`config.mk`:
```
export PLATFORM = sky130hd
export DESIGN_NAME = d_bridge_wbuf_flat
export DESIGN_NICKNAME = d
export VERILOG_FILES = /design/src/rtl/d_bridge_wbuf_if.sv /design/src/rtl/d_bridge_wbuf.sv /design/src/flat_wrapper.sv
export SDC_FILE = /design/constraint.sdc
export NUM_CORES = 1
export LEC_CHECK = 0
export ABC_AREA = 1
export BUFFER_PORTS_ARGS = -buffer_cell sky130_fd_sc_hd__buf_2
export CAP_MARGIN = 20
export CORE_ASPECT_RATIO = 0.9
export CORE_MARGIN = 2
export CORE_UTILIZATION = 55
export CTS_BUF_LIST = sky130_fd_sc_hd__clkbuf_2
export DETAILED_ROUTE_END_ITERATION = 8
export GPL_ROUTABILITY_DRIVEN = 0
export PLACE_DENSITY = 0.77
export SLEW_MARGIN = 20
export SYNTH_ARGS = -nofsm -noshare
export SYNTH_HDL_FRONTEND = slang
export SYNTH_SLANG_ARGS = --single-unit
```
`constraint.sdc`:
```
create_clock -name clk -period 3.7 [get_ports clk]
set_input_delay 0.37 -clock clk [delete_from_list [all_inputs] [get_ports clk]]
set_output_delay 0.37 -clock clk [all_outputs]
set_load 0.005 [all_outputs]
```
`src/rtl/d_bridge_wbuf_if.sv`:
```
`default_nettype none
// ============================================================================
// Module   : d_bridge_wbuf_if
// Brief    : SRAM-like bus bundle between d_bridge_wbuf (master) and memory.
// Revision : 1.0 - initial release
// ============================================================================
interface d_bridge_wbuf_if #(
    parameter int ADDR_W = 32,
    parameter int DATA_W = 32
) ();
    logic              data_req;
    logic              data_wr;
    logic [1:0]        data_size;
    logic [ADDR_W-1:0] data_addr;
    logic [DATA_W-1:0] data_wdata;
    logic [DATA_W-1:0] data_rdata;
    logic              data_addr_ok;
    logic              data_data_ok;

    modport master (
        output data_req, data_wr, data_size, data_addr, data_wdata,
        input  data_rdata, data_addr_ok, data_data_ok
    );

    modport slave (
        input  data_req, data_wr, data_size, data_addr, data_wdata,
        output data_rdata, data_addr_ok, data_data_ok
    );
endinterface
`default_nettype wire

```
`src/rtl/d_bridge_wbuf.sv`:
```
`default_nettype none
// ============================================================================
// Module   : d_bridge_wbuf
// Brief    : CPU data-SRAM port to SRAM-like bus bridge with a posted-store
//            FIFO; define D_BRIDGE_WBUF_FWD_EN for store-to-load forwarding.
// Revision : 1.0 - initial release
// ============================================================================
module d_bridge_wbuf #(
    parameter int ADDR_W     = 32,
    parameter int DATA_W     = 32,
    parameter int WBUF_DEPTH = 4
) (
    input  wire                  clk,
    input  wire                  rst,
    input  wire                  data_sram_en,
    input  wire [ADDR_W-1:0]     data_sram_addr,
    input  wire [DATA_W/8-1:0]   data_sram_wen,
    input  wire [DATA_W-1:0]     data_sram_wdata,
    output logic [DATA_W-1:0]    data_sram_rdata,
    output logic                 d_stall,
    input  wire                  longest_stall,
    d_bridge_wbuf_if.master      bus
);

    localparam int         c_NB        = DATA_W / 8;
    localparam int         c_LSB       = $clog2(c_NB);
    localparam int         c_PTR_W     = $clog2(WBUF_DEPTH);
    localparam int         c_CNT_W     = c_PTR_W + 1;
    localparam int         c_UA_W      = ADDR_W - c_LSB;
    localparam logic [1:0] c_FULL_SIZE = (DATA_W == 64) ? 2'b11 : 2'b10;

    typedef enum logic [2:0] {
        IDLE    = 3'd0,
        WR_REQ  = 3'd1,
        WR_WAIT = 3'd2,
        RD_REQ  = 3'd3,
        RD_WAIT = 3'd4,
        DONE    = 3'd5
    } state_t;

    // Reset asserts asynchronously but releases on a clock edge.
    logic [1:0] r_rst_sync;
    logic       w_rst_n;

    always_ff @(posedge clk or negedge rst) begin
        if (!rst) r_rst_sync <= 2'b00;
        else      r_rst_sync <= {r_rst_sync[0], 1'b1};
    end
    assign w_rst_n = r_rst_sync[1];

    state_t              r_state, w_state_nxt;
    logic [c_UA_W-1:0]   r_addr_q [WBUF_DEPTH];
    logic [c_NB-1:0]     r_wen_q  [WBUF_DEPTH];
    logic [DATA_W-1:0]   r_data_q [WBUF_DEPTH];
    logic [c_PTR_W-1:0]  r_wr_ptr, r_rd_ptr;
    logic [c_CNT_W-1:0]  r_count;
    logic [DATA_W-1:0]   r_rdata;
    logic [c_UA_W-1:0]   r_rd_addr;

    logic w_is_store, w_is_load, w_full, w_empty, w_push, w_pop;
    logic w_rd_cap, w_fwd_cap, w_rd_launch;
    logic w_fwd_hit;
    logic [DATA_W-1:0] w_fwd_data;
    logic w_unused;

    assign w_unused   = ^data_sram_addr[c_LSB-1:0];
    assign w_is_store = data_sram_en && (|data_sram_wen);
    assign w_is_load  = data_sram_en && !(|data_sram_wen);
    assign w_full     = (r_count == c_CNT_W'(WBUF_DEPTH));
    assign w_empty    = (r_count == '0);
    assign w_push     = w_is_store && !w_full;

    always_ff @(posedge clk) begin
        if (w_push) begin
            r_addr_q[r_wr_ptr] <= data_sram_addr[ADDR_W-1:c_LSB];
            r_wen_q[r_wr_ptr]  <= data_sram_wen;
            r_data_q[r_wr_ptr] <= data_sram_wdata;
        end
    end

    always_ff @(posedge clk or negedge w_rst_n) begin
        if (!w_rst_n) begin
            r_wr_ptr <= '0;
            r_rd_ptr <= '0;
            r_count  <= '0;
        end else begin
            if (w_push) r_wr_ptr <= r_wr_ptr + c_PTR_W'(1);
            if (w_pop)  r_rd_ptr <= r_rd_ptr + c_PTR_W'(1);
            case ({w_push, w_pop})
                2'b10:   r_count <= r_count + c_CNT_W'(1);
                2'b01:   r_count <= r_count - c_CNT_W'(1);
                default: r_count <= r_count;
            endcase
        end
    end

`ifdef D_BRIDGE_WBUF_FWD_EN
    // Walk oldest to youngest so the last match seen is the youngest one.
    logic [c_PTR_W-1:0] w_fwd_idx;

    always_comb begin
        w_fwd_hit  = 1'b0;
        w_fwd_data = '0;
        w_fwd_idx  = '0;
        for (int i = 0; i < WBUF_DEPTH; i++) begin
            w_fwd_idx = r_rd_ptr + c_PTR_W'(i);
            if ((c_CNT_W'(i) < r_count) &&
                (r_addr_q[w_fwd_idx] == data_sram_addr[ADDR_W-1:c_LSB])) begin
                w_fwd_hit  = &r_wen_q[w_fwd_idx];
                w_fwd_data = r_data_q[w_fwd_idx];
            end
        end
    end
`else
    assign w_fwd_hit  = 1'b0;
    assign w_fwd_data = '0;
`endif

    always_ff @(posedge clk or negedge w_rst_n) begin
        if (!w_rst_n) r_state <= IDLE;
        else          r_state <= w_state_nxt;
    end

    always_comb begin
        w_state_nxt = r_state;
        w_pop       = 1'b0;
        w_rd_cap    = 1'b0;
        w_fwd_cap   = 1'b0;
        w_rd_launch = 1'b0;
        case (r_state)
            IDLE: begin
                if (w_is_load && w_fwd_hit) begin
                    w_fwd_cap   = 1'b1;
                    w_state_nxt = DONE;
                end else if (!w_empty) begin
                    w_state_nxt = WR_REQ;
                end else if (w_is_load) begin
                    w_rd_launch = 1'b1;
                    w_state_nxt = RD_REQ;
                end
            end
            WR_REQ: begin
                if (bus.data_addr_ok) begin
                    if (bus.data_data_ok) begin
                        w_pop       = 1'b1;
                        w_state_nxt = IDLE;
                    end else begin
                        w_state_nxt = WR_WAIT;
                    end
                end
            end
            WR_WAIT: begin
                if (bus.data_data_ok) begin
                    w_pop       = 1'b1;
                    w_state_nxt = IDLE;
                end
            end
            RD_REQ: begin
                if (bus.data_addr_ok) begin
                    if (bus.data_data_ok) begin
                        w_rd_cap    = 1'b1;
                        w_state_nxt = DONE;
                    end else begin
                        w_state_nxt = RD_WAIT;
                    end
                end
            end
            RD_WAIT: begin
                if (bus.data_data_ok) begin
                    w_rd_cap    = 1'b1;
                    w_state_nxt = DONE;
                end
            end
            DONE: begin
                if (!longest_stall) w_state_nxt = IDLE;
            end
            default: w_state_nxt = IDLE;
        endcase
    end

    always_ff @(posedge clk or negedge w_rst_n) begin
        if (!w_rst_n) begin
            r_rdata   <= '0;
            r_rd_addr <= '0;
        end else begin
            if (w_rd_cap)        r_rdata <= bus.data_rdata;
            else if (w_fwd_cap)  r_rdata <= w_fwd_data;
            if (w_rd_launch)     r_rd_addr <= data_sram_addr[ADDR_W-1:c_LSB];
        end
    end

    // Store beats carry the byte offset of the lowest enabled lane.
    logic [c_NB-1:0]   w_head_wen;
    logic [c_LSB-1:0]  w_head_off;
    logic [1:0]        w_head_size;
    logic              w_req, w_wr;
    logic [1:0]        w_size;
    logic [ADDR_W-1:0] w_addr;
    logic [DATA_W-1:0] w_wdata;

    assign w_head_wen = r_wen_q[r_rd_ptr];

    always_comb begin
        w_head_off = '0;
        for (int i = c_NB - 1; i >= 0; i--) begin
            if (w_head_wen[i]) w_head_off = c_LSB'(i);
        end
        case ($countones(w_head_wen))
            1:       w_head_size = 2'b00;
            2:       w_head_size = 2'b01;
            4:       w_head_size = 2'b10;
            8:       w_head_size = 2'b11;
            default: w_head_size = c_FULL_SIZE;
        endcase
    end

    always_comb begin
        w_req   = 1'b0;
        w_wr    = 1'b0;
        w_size  = 2'b00;
        w_addr  = '0;
        w_wdata = '0;
        case (r_state)
            WR_REQ: begin
                w_req   = 1'b1;
                w_wr    = 1'b1;
                w_size  = w_head_size;
                w_addr  = {r_addr_q[r_rd_ptr], w_head_off};
                w_wdata = r_data_q[r_rd_ptr];
            end
            RD_REQ: begin
                w_req  = 1'b1;
                w_size = c_FULL_SIZE;
                w_addr = {r_rd_addr, {c_LSB{1'b0}}};
            end
            default: ;
        endcase
    end

    assign bus.data_req   = w_req;
    assign bus.data_wr    = w_wr;
    assign bus.data_size  = w_size;
    assign bus.data_addr  = w_addr;
    assign bus.data_wdata = w_wdata;

    assign data_sram_rdata = r_rdata;
    assign d_stall = w_rst_n &&
                     ((w_is_load && (r_state != DONE)) || (w_is_store && w_full));

endmodule
`default_nettype wire

```
`src/flat_wrapper.sv`:
```
// flat-port wrapper written by rule: the top's interface ports become plain ports
module d_bridge_wbuf_flat 
#(
    parameter int ADDR_W     = 32,
    parameter int DATA_W     = 32,
    parameter int WBUF_DEPTH = 4
)
  (clk, rst, data_sram_en, data_sram_addr, data_sram_wen, data_sram_wdata, data_sram_rdata, d_stall, longest_stall, bus_data_req, bus_data_wr, bus_data_size, bus_data_addr, bus_data_wdata, bus_data_rdata, bus_data_addr_ok, bus_data_data_ok);
  d_bridge_wbuf_if #(.ADDR_W(ADDR_W), .DATA_W(DATA_W)) bus_i ();
  input  wire clk;
  input  wire rst;
  input  wire data_sram_en;
  input  wire [ADDR_W-1:0] data_sram_addr;
  input  wire [DATA_W/8-1:0] data_sram_wen;
  input  wire [DATA_W-1:0] data_sram_wdata;
  output logic [DATA_W-1:0] data_sram_rdata;
  output logic d_stall;
  input  wire longest_stall;
  output wire logic [$bits(bus_i.data_req)-1:0] bus_data_req;
  output wire logic [$bits(bus_i.data_wr)-1:0] bus_data_wr;
  output wire logic [$bits(bus_i.data_size)-1:0] bus_data_size;
  output wire logic [$bits(bus_i.data_addr)-1:0] bus_data_addr;
  output wire logic [$bits(bus_i.data_wdata)-1:0] bus_data_wdata;
  input wire logic [$bits(bus_i.data_rdata)-1:0] bus_data_rdata;
  input wire logic [$bits(bus_i.data_addr_ok)-1:0] bus_data_addr_ok;
  input wire logic [$bits(bus_i.data_data_ok)-1:0] bus_data_data_ok;
  assign bus_data_req = bus_i.data_req;
  assign bus_data_wr = bus_i.data_wr;
  assign bus_data_size = bus_i.data_size;
  assign bus_data_addr = bus_i.data_addr;
  assign bus_data_wdata = bus_i.data_wdata;
  assign bus_i.data_rdata = bus_data_rdata;
  assign bus_i.data_addr_ok = bus_data_addr_ok;
  assign bus_i.data_data_ok = bus_data_data_ok;
  d_bridge_wbuf #(.ADDR_W(ADDR_W), .DATA_W(DATA_W), .WBUF_DEPTH(WBUF_DEPTH)) u_core (.clk(clk), .rst(rst), .data_sram_en(data_sram_en), .data_sram_addr(data_sram_addr), .data_sram_wen(data_sram_wen), .data_sram_wdata(data_sram_wdata), .data_sram_rdata(data_sram_rdata), .d_stall(d_stall), .longest_stall(longest_stall), .bus(bus_i));
endmodule
```
# After elaboration in Yosys (flattened, before gate mapping)
# Memory sizes are Yosys's and may differ from the RTL's.
# Cells that the tools add are included.
[word_totals]
mem_count = 3
register_bits = 74
out_inout_bits = 101
ram_bits = 264
wordCells = 81
in_bits = 106
[mem_list]
columns = ["memory", "depth", "width", "rd", "rd_ports_with_merged_regs", "write_ports", "line", "text"]
rows = [
  ["u_core.r_data_q", 4, 32, 1, 0, 1, "d_bridge_wbuf.sv:54", "logic [DATA_W-1:0] r_data_q [WBUF_DEPTH];"],
  ["u_core.r_addr_q", 4, 30, 1, 0, 1, "d_bridge_wbuf.sv:52", "logic [c_UA_W-1:0] r_addr_q [WBUF_DEPTH];"],
  ["u_core.r_wen_q", 4, 4, 1, 0, 1, "d_bridge_wbuf.sv:53", "logic [c_NB-1:0] r_wen_q [WBUF_DEPTH];"],
]
[op_classes]
n_reduce_logical = 15
eq_ne = 18
n_addsub = 7
mux = 31
[op_table]
columns = ["cell", "count"]
rows = [
  ["32-bit 2-to-1 mux", 2],
  ["32-bit case mux with 2 select lines", 1],
  ["32-bit adder", 1],
  ["32-bit by 1-bit == test with 1-bit output (second input constant)", 1],
  ["32-bit by 2-bit == test with 1-bit output (second input constant)", 1],
  ["32-bit by 4-bit == test with 1-bit output (second input constant)", 1],
  ["3-bit 2-to-1 mux", 7],
  ["3-bit case mux with 6 select lines", 1],
  ["1-bit 2-to-1 mux", 10],
  ["2-bit 2-to-1 mux", 5],
  ["2-bit inequality test (second input constant)", 5],
  ["3-bit == test (second input constant)", 3],
  ["3-bit by 2-bit == test with 1-bit output (second input constant)", 2],
  ["1-bit logical AND", 6],
  ["3-bit logical NOT", 2],
  ["2-bit case mux with 3 select lines", 1],
  ["3-bit case mux with 2 select lines", 1],
  ["6-bit AND reduction", 1],
  ["1-bit by 1-bit adder with 2-bit output", 2],
  ["2-bit by 1-bit adder with 2-bit output (second input constant)", 2],
  ["1-bit case mux with 2 select lines", 2],
  ["2-bit case mux with 2 select lines", 1],
  ["4-bit OR reduction", 1],
  ["3-bit by 1-bit adder with 3-bit output (second input constant)", 1],
  ["10 further kinds", 11],
]

# Logic depth before layout (Yosys ltp)
# Gate-level depths: netlist (run 1).
[logic_depth]
ltp_word = 6
depth_mapped = 15
ltp_nobuf = 13

# Least setup slack after synthesis (run 1)
# OpenSTA, ideal clock, no wires.
[synth_timing]
kind = "input-to-reg"
startpoint = "in data_sram_wen[3]"
endpoint = "mem u_core.r_addr_q[0][0] (netlist bit), enable pin"
required_time_ns = 3.209
arrival_ns = 3.521
path_slack_ns = -0.312
setup_ns = 0.491
path_buffers = 0
cell_stages = 4
cell_sequence = "nor2_1 -> nand2_1 -> nand3_1 -> nor2_1"
[synth_via]
elab_chain_len = 5
[synth_lines]
columns = ["item", "line", "text"]
rows = [
  ["from (decl)", "flat_wrapper.sv:14", "input wire [DATA_W/8-1:0] data_sram_wen;"],
  ["4-bit OR reduction", "d_bridge_wbuf.sv:67", "assign w_is_store = data_sram_en && (|data_sram_wen);"],
  ["1-bit logical AND", "d_bridge_wbuf.sv:67", ""],
  ["1-bit logical AND", "d_bridge_wbuf.sv:71", "assign w_push = w_is_store && !w_full;"],
  ["1-bit 2-to-1 mux", "d_bridge_wbuf.sv:74", "if (w_push) begin"],
  ["1-bit 2-to-1 mux (not written as such)", "d_bridge_wbuf.sv:75", "r_addr_q[r_wr_ptr] <= data_sram_addr[ADDR_W-1:c_LSB];"],
  ["to (decl)", "d_bridge_wbuf.sv:52", ""],
]
# Every way passes these cells.

# Worst setup path in the final report (run 1)
[layout_timing]
startpoint = "reg u_core.r_rd_ptr[0]"
endpoint = "out bus_data_size[1]"
[layout_via]
elab_chain_len = 6
elab_cells_between_ends = 9
classes_between = "add/sub (3); eq/ne (3); mux (2); memory (1)"
[layout_lines]
columns = ["item", "line", "text"]
rows = [
  ["from (decl)", "d_bridge_wbuf.sv:55", "logic [c_PTR_W-1:0] r_wr_ptr, r_rd_ptr;"],
  ["from (signal assigned)", "d_bridge_wbuf.sv:88", "if (w_pop) r_rd_ptr <= r_rd_ptr + c_PTR_W'(1);"],
  ["memory read 4 x 4 bit *", "--", ""],
  ["1-bit by 1-bit adder with 2-bit output (not written as such)", "d_bridge_wbuf.sv:208", "case ($countones(w_head_wen))"],
  ["32-bit adder (not written as such) *", "d_bridge_wbuf.sv:208", ""],
  ["32-bit by 4-bit == test with 1-bit output (tied with other cells)", "d_bridge_wbuf.sv:208", ""],
  ["2-bit case mux with 3 select lines *", "d_bridge_wbuf.sv:208", ""],
  ["2-bit case mux with 2 select lines *", "d_bridge_wbuf.sv:223", "case (r_state)"],
  ["to (decl)", "flat_wrapper.sv:21", "output wire logic [$bits(bus_i.data_size)-1:0] bus_data_size;"],
]
# Mark *: on every way between the ends. The rest lies on a longest branch, timed or not.

==> results of run 1 <==
## worst max-delay path: cells and delay by family (launching register included)
kind                     cells  cell delay, ps
flip-flops                   1             540
buffers and inverters        4             410
adder cells (fa/ha/maj)      3             990
AND/OR/NAND/NOR              6             450
AO/OA/AOI/OAI                1              90
## worst paths after layout
check	startpoint	to	slack (ps)
worst min-delay path	bus_data_rdata[29]	u_core.data_sram_rdata[29]	290
worst min register to register	u_core.r_rst_sync[1]	u_core.data_sram_rdata[3]	300
worst max-delay path	u_core.r_rd_ptr[0]	bus_data_size[1]	50
min in group asynchronous	u_core.r_rst_sync[1]	u_core.data_sram_rdata[3]	300
max in group asynchronous	u_core.r_rst_sync[1]	u_core.r_rd_ptr[0]	2420
worst max register to register	u_core.r_state[2]	u_core.r_rd_ptr[0]	650
## power by group through the flow
| stage | combinational, mW | sequential, mW | clock (mW) |
|---|---|---|---|
| after floorplan | 2.63 | 5.33 | 0 |
| after global placement | 4.08 | 5.32 | 0 |
| after detailed placement | 4.19 | 5.34 | 0 |
| after CTS | 4.59 | 5.27 | 2.36 |
| after global routing | 5.23 | 5.36 | 2.54 |
| final | 4.71 | 5.28 | 2.31 |
## what timing repair did
| action | CTS | global route |
|---|---|---|
| hold buffers | 108 | 0 |
| pin swaps | 8 | 7 |
| setup buffers | 11 | 5 |
| resized for setup | 22 | 5 |
| setup endpoints to repair | 2 | 2 |
| gates cloned | 4 | 0 |
| endpoints found under the hold margin | 333 | 0 |
## placed cells by master (no fill, tap or decap), types with 2 or more instances in the layout
cell / netlist / layout
nand2_2: 1 / 4
inv_8: 0 / 2
a21oi_1: 36 / 34
ha_1: 10 / 9
nand4_1: 2 / 2
dfrtp_1: 74 / 71
clkinv_2: 0 / 3
dfrtp_4: 0 / 2
nand3_1: 171 / 171
fa_1: 2 / 2
a32oi_2: 0 / 2
inv_4: 0 / 2
bufbuf_16: 0 / 2
clkbuf_2: 0 / 124
edfxtp_1: 264 / 264
a21oi_2: 0 / 2
inv_2: 5 / 9
nor2_2: 2 / 3
clkinvlp_4: 0 / 2
xor2_1: 2 / 2
nor2_1: 146 / 141
buf_4: 0 / 37
inv_1: 23 / 22
nand2_1: 346 / 342
o211ai_1: 2 / 2
o21ai_0: 67 / 67
nor2_4: 0 / 4
dlygate4sd3_1: 0 / 108
buf_2: 28 / 204
clkinv_1: 1 / 14
buf_12: 0 / 3
## layer usage
layer	global-route usage [%]	part of all wire, %	up-vias	wire length [um]
li1	-	-	5019	-
met1	33.7	40	5069	13900
met2	44.9	50	447	17200
met3	5.51	7.4	71	2530
met4	9.12	2.0	0	694
met5	0	0	-	0
## stage by stage
stage | hold slack, ps | std cells | utilization, % | worst slack, ps
3_3_place_gp | 158 | 1729 | 61.9 | 620
4_1_cts | 186 | 1999 | 70.2 | 34.0
2_1_floorplan | 74.4 | 1236 | - | -312
6_report | 294 | 2004 | 70.5 | 52.5
5_1_grt | 230 | 2004 | 70.5 | -145
3_5_place_dp | 160 | 1729 | 61.9 | 579
## kinds of logic (layout without fill, tap and decap cells)
kind of cell	after synthesis	count (layout)	share of synthesized area [%]
AOI/OAI and AO/OA	110	110	4.14
xor gates and xnor gates	3	3	0.191
buffers and inverters	101	533	3.18
and+or+nand+nor	671	671	20.1
other	1	1	0.0273
DFF	338	338	71.1
adders and majority gates	12	12	1.20
## flip-flops by register name (all words and copies together), names as in the netlist
| signal | cells |
|---|---|
| u_core.data_sram_rdata | 32 |
| u_core.r_addr_q | 120 |
| u_core.r_count | 3 |
| u_core.r_data_q | 128 |
| u_core.r_rd_addr | 30 |
| u_core.r_rd_ptr | 2 |
| u_core.r_rst_sync | 2 |
| u_core.r_state | 3 |
| u_core.r_wen_q | 16 |
| u_core.r_wr_ptr | 2 |
## cell type report
type	instances	share of cell area, %
Clock buffer	124	3.61
Clock inverter	23	0.568
Inverter	29	0.721
Multi-Input combinational cell	797	21.0
Sequential cell	338	57.0
Tap cell	336	2.45
Timing Repair Buffer	355	14.7
Timing Repair inverter	2	0.0728
==> out/metrics.csv, run 1 <==
stage,metric,value,unit
sta,fin_crit,3650,ps
worst_setup_path,path_cells,"buf_4, inv_4, nand2_1, o211ai_1, nand2_1, ha_1, ha_2, fa_1, inv_2, nor2_1, nand2_1, nand3_1, nand2_1, buf_2",
global_routing,overflow,0,
sta,rsz0062_at_grt,true,
yosys,post_synth_num_cell_types,30,
clock_tree,clock_sinks,338,
clock_tree,cts_inserted_buffers,80,
worst_setup_path,path_max_fanout,5,
placed_design,port_buffers,204,
sta,min_period_over_period,98.6,%
worst_setup_path,cpPeakStageDelay,540,ps
worst_setup_path,setup.worst_path.class,register to primary output,
sta,fin_tns_setup,0,ps
clock_tree,h-tree-depth,3,
sta,maxSlewHeadroom,48.3,%
worst_setup_path,cp_common_cell,nand2_1,
yosys,yosys-top-cells-area,"edfxtp_1 (58%), dfrtp_1 (13%), nand2_1 (9.4%)",
power,p_per_area,716,nW/um^2
worst_setup_path,cp.arrival,3280,ps
yosys,post-synth-top-area-fraction,57.7,%
power,p_sw_share,38.1,%
worst_setup_path,end_kind,primary output,
placed_design,hpwl,17500,um
detailed_routing,wl,34300,um
floorplan,num_rows,54,
yosys,syn_nets,1354,
finish,fin_area,17200,um^2
detailed_routing,first_pass_iters,5,
floorplan,chipHeight,154,um
floorplan,start_util,56.4,%
yosys,synth_seq_cells,338,
global_routing,grt_pass1_wl,53900,um
detailed_routing,num_vias,10600,
power,seq_power_share,42.9,%
sta,clock.fmax,0.274,GHz
clock_tree,cts_tree,built,
finish,multiInputGateArea,3600,um^2
yosys,synthFlopType,edfxtp_1,
yosys,ys_warn_count,0,
clock_tree,clkTransAtPathRegs,100,ps
power,comb_power_share,38.3,%
yosys,synth-async-reset-ratio,21.9,%
global_routing,grt_usage,26.4,%
yosys,seq_area_frac_synth,71.1,%
sta,setup_violations,0,
power,clock_power_share,18.8,%
sta,worstMarginPinSlew,775,ps
finish,drive_gt1_share,24.6,%
floorplan,io_pins,207,
floorplan,dieArea,26300,um^2
sta,hold_violations,0,
worst_hold_path,min_path_cells,4,
finish,regArea,9790,um^2
yosys,yosysMostFrequentCell,nand2_1,
worst_setup_path,reg2regPathDepth,8,
yosys,synth_top_cells_by_count,"nand2_1 (346), edfxtp_1 (264), nand3_1 (171)",
clock_tree,cts_max_path_buffers,3,
yosys,synth_top_area_cell,edfxtp_1,
finish,layout.nets,1721,
global_routing,grt_antenna_before_repair,0,
run,drv_cap,0,
sta,finalClockSkew,58.5,ps
yosys,synth.avg_cell_area,11.1,um^2
status,outcome,"complete, no violations",
yosys,syn_area,13700,um^2
detailed_routing,detail_route.iter0.violations,903,
finish,antenna_cells,0,
power,power.total,12.3,mW
power,ir_drop,0.000411,V
placed_design,dpl_cell_area,15100,um^2
power,p_leak,7.51,nW
power,p_int,7.61,mW
sta,finalMaxSlewViolations,0,
detailed_routing,drc,0,
global_routing,grt_max_degree,63,
worst_setup_path,crit_slowest_cell,dfrtp_4,
finish,syn_to_final_growth,25.0,%
worst_hold_path,hold_path.class,primary input to register,
floorplan,die_x,171,um
detailed_routing,via_per_inst,5.29,
worst_setup_path,cp.required,3330,ps
clock_tree,cts_root_buf,clkbuf_2,
global_routing,grt_pass1_vias,10700,
power,p_sw,4.69,mW
worst_setup_path,start_kind,register,
yosys,synth_edf_count,264,
clock_tree,insertion_delay,840,ps
detailed_routing,avgRoutedWirePerCell,17.1,um
detailed_routing,ant_nets,0,
floorplan,coreArea,24400,um^2
yosys,syn_inst,1236,
finish,fillers,1702,
No activity file was read; power rests on OpenSTA's default activity.
==> inputs of run 2 (changes only) <==
- BUFFER_PORTS_ARGS: -buffer_cell sky130_fd_sc_hd__buf_2 -> -buffer_cell sky130_fd_sc_hd__buf_4
==> run 2 against run 1 <==
  * Hold slack worse by 34 ps
  * Non-clock buffer count is 5 higher
  * Largest cell class unchanged
  * Setup slack worse by 66 ps
  * Design area is 3.3% higher
  * Sequential share of layout area is 1.8 points lower
  * Flip-flop and latch count stayed put
  * The run now ends with setup timing left
==> out/metrics.csv, run 2 (synthesized netlist as in run 1, its figures left out) <==
stage,metric,value,unit,change
status,outcome,"finished, violations left",,
status,violations,setup timing,,
detailed_routing,num_vias,10600,,+0.29%
finish,drive_gt1_share,24.3,%,-0.30 points
global_routing,grt_usage,26.9,%,+0.55 points
detailed_routing,wl,35200,um,+2.6%
worst_setup_path,start_kind,register,,
floorplan,die_x,171,um,unchanged
finish,final_common_cell,nand2_1,,
sta,fin_crit,3710,ps,+66.2 ps
detailed_routing,first_pass_iters,5,,unchanged
power,p_leak,7.62,nW,+1.5%
power,power.total,13.0,mW,+5.4%
floorplan,dieArea,26300,um^2,unchanged
finish,instances_no_fill,2005,,+0.050%
finish,largest_register,u_core.r_data_q,,
floorplan,chipHeight,154,um,unchanged
worst_setup_path,cp_common_cell,nand2_1,,
worst_setup_path,crit_path_start,u_core.r_rd_ptr[0],,
clock_tree,cts_max_path_buffers,3,,unchanged
clock_tree,clock_sinks,338,,unchanged
worst_setup_path,path_max_fanout,5,,unchanged
finish,layout.nets,1724,,+0.17%
sta,finalMaxSlewViolations,0,,unchanged
global_routing,grt_antenna_before_repair,1,,+1
power,p_per_area,731,nW/um^2,+2.0%
run,drv_cap,0,,unchanged
sta,clock.fmax,0.269,GHz,-1.8%
floorplan,start_util,56.4,%,unchanged
worst_setup_path,cpPeakStageDelay,550,ps,about the same
worst_setup_path,worstReg2RegStart,u_core.r_state[1],,
clock_tree,cts_root_buf,clkbuf_2,,
sta,min_period_over_period,100,%,+1.8 points
worst_hold_path,hold_path.class,register to async pin,,
global_routing,grt_pass1_wl,54600,um,+1.2%
sta,rsz0062_at_grt,true,,
floorplan,coreArea,24400,um^2,unchanged
sta,hold_violations,0,,unchanged
placed_design,port_buffers,204,,unchanged
global_routing,grt_pass1_vias,10800,,+0.22%
placed_design,dp_cells,1728,,-0.058%
sta,setup_violations,1,,+1
worst_setup_path,cp.required,3330,ps,about the same
floorplan,num_rows,54,,unchanged
clock_tree,clkTransAtPathRegs,150,ps,+50 ps
sta,maxSlewHeadroom,46.2,%,-2.2 points
worst_setup_path,end_kind,primary output,,
worst_setup_path,path_cells,"buf_4, nand2_1, nand3_1, nand2_2, inv_1, ha_1, ha_2, fa_1, inv_1, nor2_1, nand2_1, nand3_1, nand2_1, buf_6",,
finish,fillers,1654,,-2.8%
detailed_routing,ant_nets,0,,unchanged
sta,setup_slack,-13.8,ps,-66.2 ps
power,ir_drop,0.000450,V,+9.4%
sta,worstMarginPinSlew,807,ps,+32.3 ps
detailed_routing,detail_route.iter0.violations,878,,-2.8%
worst_setup_path,crit_buf_inv,4,,unchanged
sta,fin_tns_setup,-13.8,ps,-13.8 ps
detailed_routing,via_per_inst,5.31,,+0.24%
detailed_routing,avgRoutedWirePerCell,17.6,um,+2.6%
clock_tree,h-tree-depth,3,,unchanged
global_routing,overflow,0,,unchanged
detailed_routing,drc,0,,unchanged
finish,final_cell_mix,"nand2_1 (342), edfxtp_1 (264), buf_4 (246), nand3_1 (171), nor2_1 (141)",,
finish,largest_reg_flops,128,,unchanged
global_routing,grt_max_degree,67,,+6.3%
worst_setup_path,cp.arrival,3340,ps,+60 ps
worst_setup_path,crit_slowest_cell,dfrtp_4,,
worst_setup_path,setup.worst_path.class,register to primary output,,
clock_tree,insertion_delay,820,ps,-20 ps
clock_tree,cts_inserted_buffers,79,,-1.3%
floorplan,io_pins,207,,unchanged
sta,finalClockSkew,66.5,ps,+7.99 ps
worst_setup_path,path_delay_family,adder cells,,
clock_tree,cts_tree,built,,
placed_design,hpwl,17800,um,+1.4%
finish,syn_to_final_growth,29.1,%,
==> run 2: routing by layer <==
layer	wire, um	track usage (%)	vias to the layer above
li1	-	-	5008
met1	14100	33.4	5133
met2	18200	46.8	438
met3	2330	6.15	58
met4	633	8.67	0
met5	0	0	-
==> run 2: where the power goes <==
group	leakage (nW)	internal, mW	switching (mW)
clock network	0.574	1.04	1.45
registers	3.37	4.96	0.339
logic	3.68	2.12	3.06
total	7.62	8.12	4.85
==> run 2: area by class of cell <==
class                           instances  area, um^2  area share (%)
Clock inverter                         28         193            1.09
Antenna cell                            1        2.50          0.0141
Sequential cell                       338        9790            55.1
Inverter                               29         126           0.712
Clock buffer                          115         576            3.24
Timing Repair Buffer                  360        3010            16.9
Tap cell                              336         420            2.37
Multi-Input combinational cell        797        3630            20.4
Timing Repair inverter                  1        8.76          0.0493
==> run 2: worst register-to-register path, cell delays in order (launching register included) <==
cell,delay [ps]
dfrtp_1,510
nor3_4,240
buf_4,260
nand3_1,140
dlygate4sd3_1,610
nand3_1,90
dlygate4sd3_1,570
nand2_1,60
dlygate4sd3_1,560
==> run 2: what timing repair did <==
action                                  4_1_cts  5_1_grt
pin swaps                                     9        9
hold endpoints to repair                    333        0
gates resized for setup                      19        9
endpoints found under the setup margin        2        4
buffers inserted                             22        3
hold buffers                                109        0
cloned                                        1        0
==> run 2: worst paths after layout <==
check | to | slack [ps] | depth (start not counted)
worst max register to register | u_core.r_rd_ptr[0] | 520 | 8
min in group clk | u_core.r_wen_q[2][3] | 260 | 2
worst min-delay path | u_core.data_sram_rdata[5] | 260 | 0
worst max-delay path | bus_data_size[1] | -10 | 14
max in group asynchronous | u_core.r_rd_ptr[0] | 2420 | 1
worst min register to register | u_core.data_sram_rdata[5] | 260 | 0
==> run 2: metrics by stage <==
step | worst slack [ps] | area, um^2 | util (%) | hold WS [ps]
final | -13.8 | 17800 | 72.8 | 260
after global routing | -226 | 17800 | 72.8 | 178
after floorplan | -312 | 13700 | - | 74.4
after global placement | 503 | 15600 | 63.9 | 154
after CTS | 2.34 | 17700 | 72.6 | 194
after detailed placement | 426 | 15600 | 63.9 | 157
==> inputs of run 3 (changes only) <==
- CORE_UTILIZATION: 55 -> 53
- PLACE_DENSITY: 0.77 -> 0.78
- clock period: 3.7 -> 3 ns (I/O delays scaled with it)
==> run 3 against run 2 <==
  * The flow still finishes with violations (setup timing)
  * Register-to-register slack worse by 350 ps
  * Final cell count increased by 1.7%
  * Via count rose by 2.1%
  * Sequential power grew 23%
  * Global-route usage is 0.60 points lower
  * Critical path depth increased by 1
  * Flip-flop and latch count unchanged
  * Critical path type unchanged
  * Critical endpoint unchanged
  * Highest routed layer unchanged
==> out/metrics.csv, run 3 (synthesized netlist as in run 1, its figures left out) <==
stage,metric,value,unit,change
worst_setup_path,start_kind,register,,
worst_setup_path,reg2regPathDepth,8,,unchanged
floorplan,chipHeight,157,um,+1.8%
global_routing,grt_antenna_before_repair,1,,unchanged
power,power.total,16.6,mW,+28%
detailed_routing,wl,35900,um,+1.9%
sta,rsz0062_at_grt,true,,
detailed_routing,num_vias,10900,,+2.1%
global_routing,grt_usage,26.3,%,-0.60 points
finish,drive_gt1_share,25.0,%,+0.66 points
global_routing,grt_use_met3,6.22,%,+0.068 points
clock_tree,insertion_delay,890,ps,+70 ps
worst_setup_path,end_kind,primary output,,
clock_tree,cts_max_path_buffers,3,,unchanged
power,p_per_area,912,nW/um^2,+25%
worst_setup_path,setup.worst_path.class,register to primary output,,
clock_tree,clock_sinks,338,,unchanged
worst_setup_path,cpPeakStageDelay,560,ps,about the same
sta,finalMaxSlewViolations,0,,unchanged
sta,maxSlewHeadroom,62.7,%,+17 points
floorplan,io_pins,207,,unchanged
placed_design,hpwl,18300,um,+2.9%
worst_setup_path,path_max_fanout,6,,+1
floorplan,start_util,54.3,%,-2.1 points
worst_setup_path,path_cells,"inv_8, buf_4, nand2_1, nand3_1, nand2_2, inv_1, ha_4, ha_4, fa_1, inv_2, nor2_2, nand2_1, nand3_2, nand2_2, buf_6",,
finish,layout.nets,1754,,+1.7%
worst_setup_path,path_delay_family,adder cells,,
worst_setup_path,crit_buf_inv,5,,+1
clock_tree,clkTransAtPathRegs,130,ps,-20 ps
placed_design,dp_cells,1740,,+0.69%
finish,fin_util,71.9,%,-0.90 points
global_routing,grt_max_degree,67,,unchanged
global_routing,overflow,0,,unchanged
detailed_routing,detail_route.iter0.violations,776,,-12%
global_routing,grt_busiest_layer,met2,,
detailed_routing,avgRoutedWirePerCell,17.6,um,+0.21%
sta,min_period_over_period,121,%,
clock_tree,cts_inserted_buffers,81,,+2.5%
finish,final_common_cell,nand2_1,,
worst_setup_path,critical_path_depth,15,,+1
detailed_routing,via_per_inst,5.33,,+0.39%
global_routing,use_met2,45.5,%,-1.4 points
global_routing,grt_pass1_wl,55900,um,+2.5%
floorplan,die_x,174,um,+1.8%
worst_setup_path,cp.required,2700,ps,-630 ps
finish,final_cell_mix,"nand2_1 (339), edfxtp_1 (264), buf_4 (234), nand3_1 (170)",,
sta,worstMarginPinSlew,560,ps,-248 ps
sta,hold_violations,0,,unchanged
floorplan,dieArea,27200,um^2,+3.7%
global_routing,use_met1,32.0,%,-1.4 points
floorplan,num_rows,55,,+1.9%
status,violations,setup timing,,
worst_setup_path,ff2ff_setup_slack,170,ps,-350 ps
sta,setup_slack,-641,ps,-627 ps
run,drv_cap,0,,unchanged
finish,instances_no_fill,2039,,+1.7%
clock_tree,h-tree-depth,3,,unchanged
detailed_routing,ant_nets,0,,unchanged
worst_setup_path,cp.arrival,3340,ps,about the same
worst_hold_path,hold_path.class,primary input to register,,
floorplan,coreArea,25300,um^2,+3.8%
sta,clock.fmax,0.275,GHz,
clock_tree,cts_tree,built,,
power,p_leak,7.82,nW,+2.6%
worst_hold_path,min_path_cells,2,,
global_routing,grt_pass1_vias,11200,,+3.7%
sta,fin_tns_setup,-1300,ps,-1280 ps
worst_setup_path,crit_slowest_cell,dfrtp_4,,
detailed_routing,drc,0,,unchanged
clock_tree,cts_root_buf,clkbuf_2,,
sta,setup_violations,4,,+3
finish,syn_to_final_growth,32.4,%,
finish,largest_reg_flops,128,,unchanged
placed_design,port_buffers,204,,unchanged
status,outcome,"finished, violations left",,
power,ir_drop,0.000758,V,+69%
sta,fin_crit,3640,ps,
detailed_routing,first_pass_iters,5,,unchanged
sta,finalClockSkew,73.7,ps,+7.24 ps
finish,largest_register,u_core.r_data_q,,
[run 3: worst paths after layout]
path | startpoint | to
hold reg to reg | u_core.r_rst_sync[1] | u_core.data_sram_rdata[12]
max in group asynchronous | u_core.r_rst_sync[1] | u_core.r_rd_addr[23]
setup reg to reg | u_core.r_state[1] | u_core.data_sram_rdata[0]
min in group asynchronous | rst | u_core.r_rst_sync[1]
hold / removal | data_sram_wdata[26] | u_core.r_data_q[2][26]
setup / recovery | u_core.r_rd_ptr[0] | bus_data_size[1]
[run 3: worst reg2reg max path: cells and delay by family (launching register included)]
family                 cells  cell delay (ps)
AND/OR/NAND/NOR            5              980
buffers and inverters      3             1240
flip-flops                 1              540
[run 3: power by group]
part | switching [mW] | internal (mW)
Combinational | 3.97 | 3.05
Clock | 1.75 | 1.30
Sequential | 0.419 | 6.12
Total | 6.14 | 10.5
[run 3: layout make-up]
cell class                 count  area [um^2]
sequential                   338         9790
fill                        1771         7120
multi-input combinational    797         3680
timing repair buffer         388         3420
clock buffer                 131          656
tap                          342          428
inverter                      29          119
clock inverter                12          101
timing repair inverter         1         6.26
antenna                        1         2.50
[run 3: timing repair]
item	4_1_cts	5_1_grt
hold endpoints to repair	335	0
setup buffers	10	2
hold buffers	140	0
pin swaps	11	12
setup endpoints to repair	57	79
cloned	3	0
gates resized for setup	26	17
[run 3: metrics by stage]
step	setup WS (ps)	instance area [um^2]	hold WS (ps)
final	-641	18200	154
after global routing	-811	18200	87.2
after CTS	-660	18100	78.8
after detailed placement	68.9	15700	83.5
after global placement	107	15700	83.3
after floorplan	-991	13700	4.41
[run 3: routing by layer]
metal  up-vias  wire, um
li1       5073         -
met3        87      2850
met4         0       929
met5         -         0
met2       490     18100
met1      5210     14100
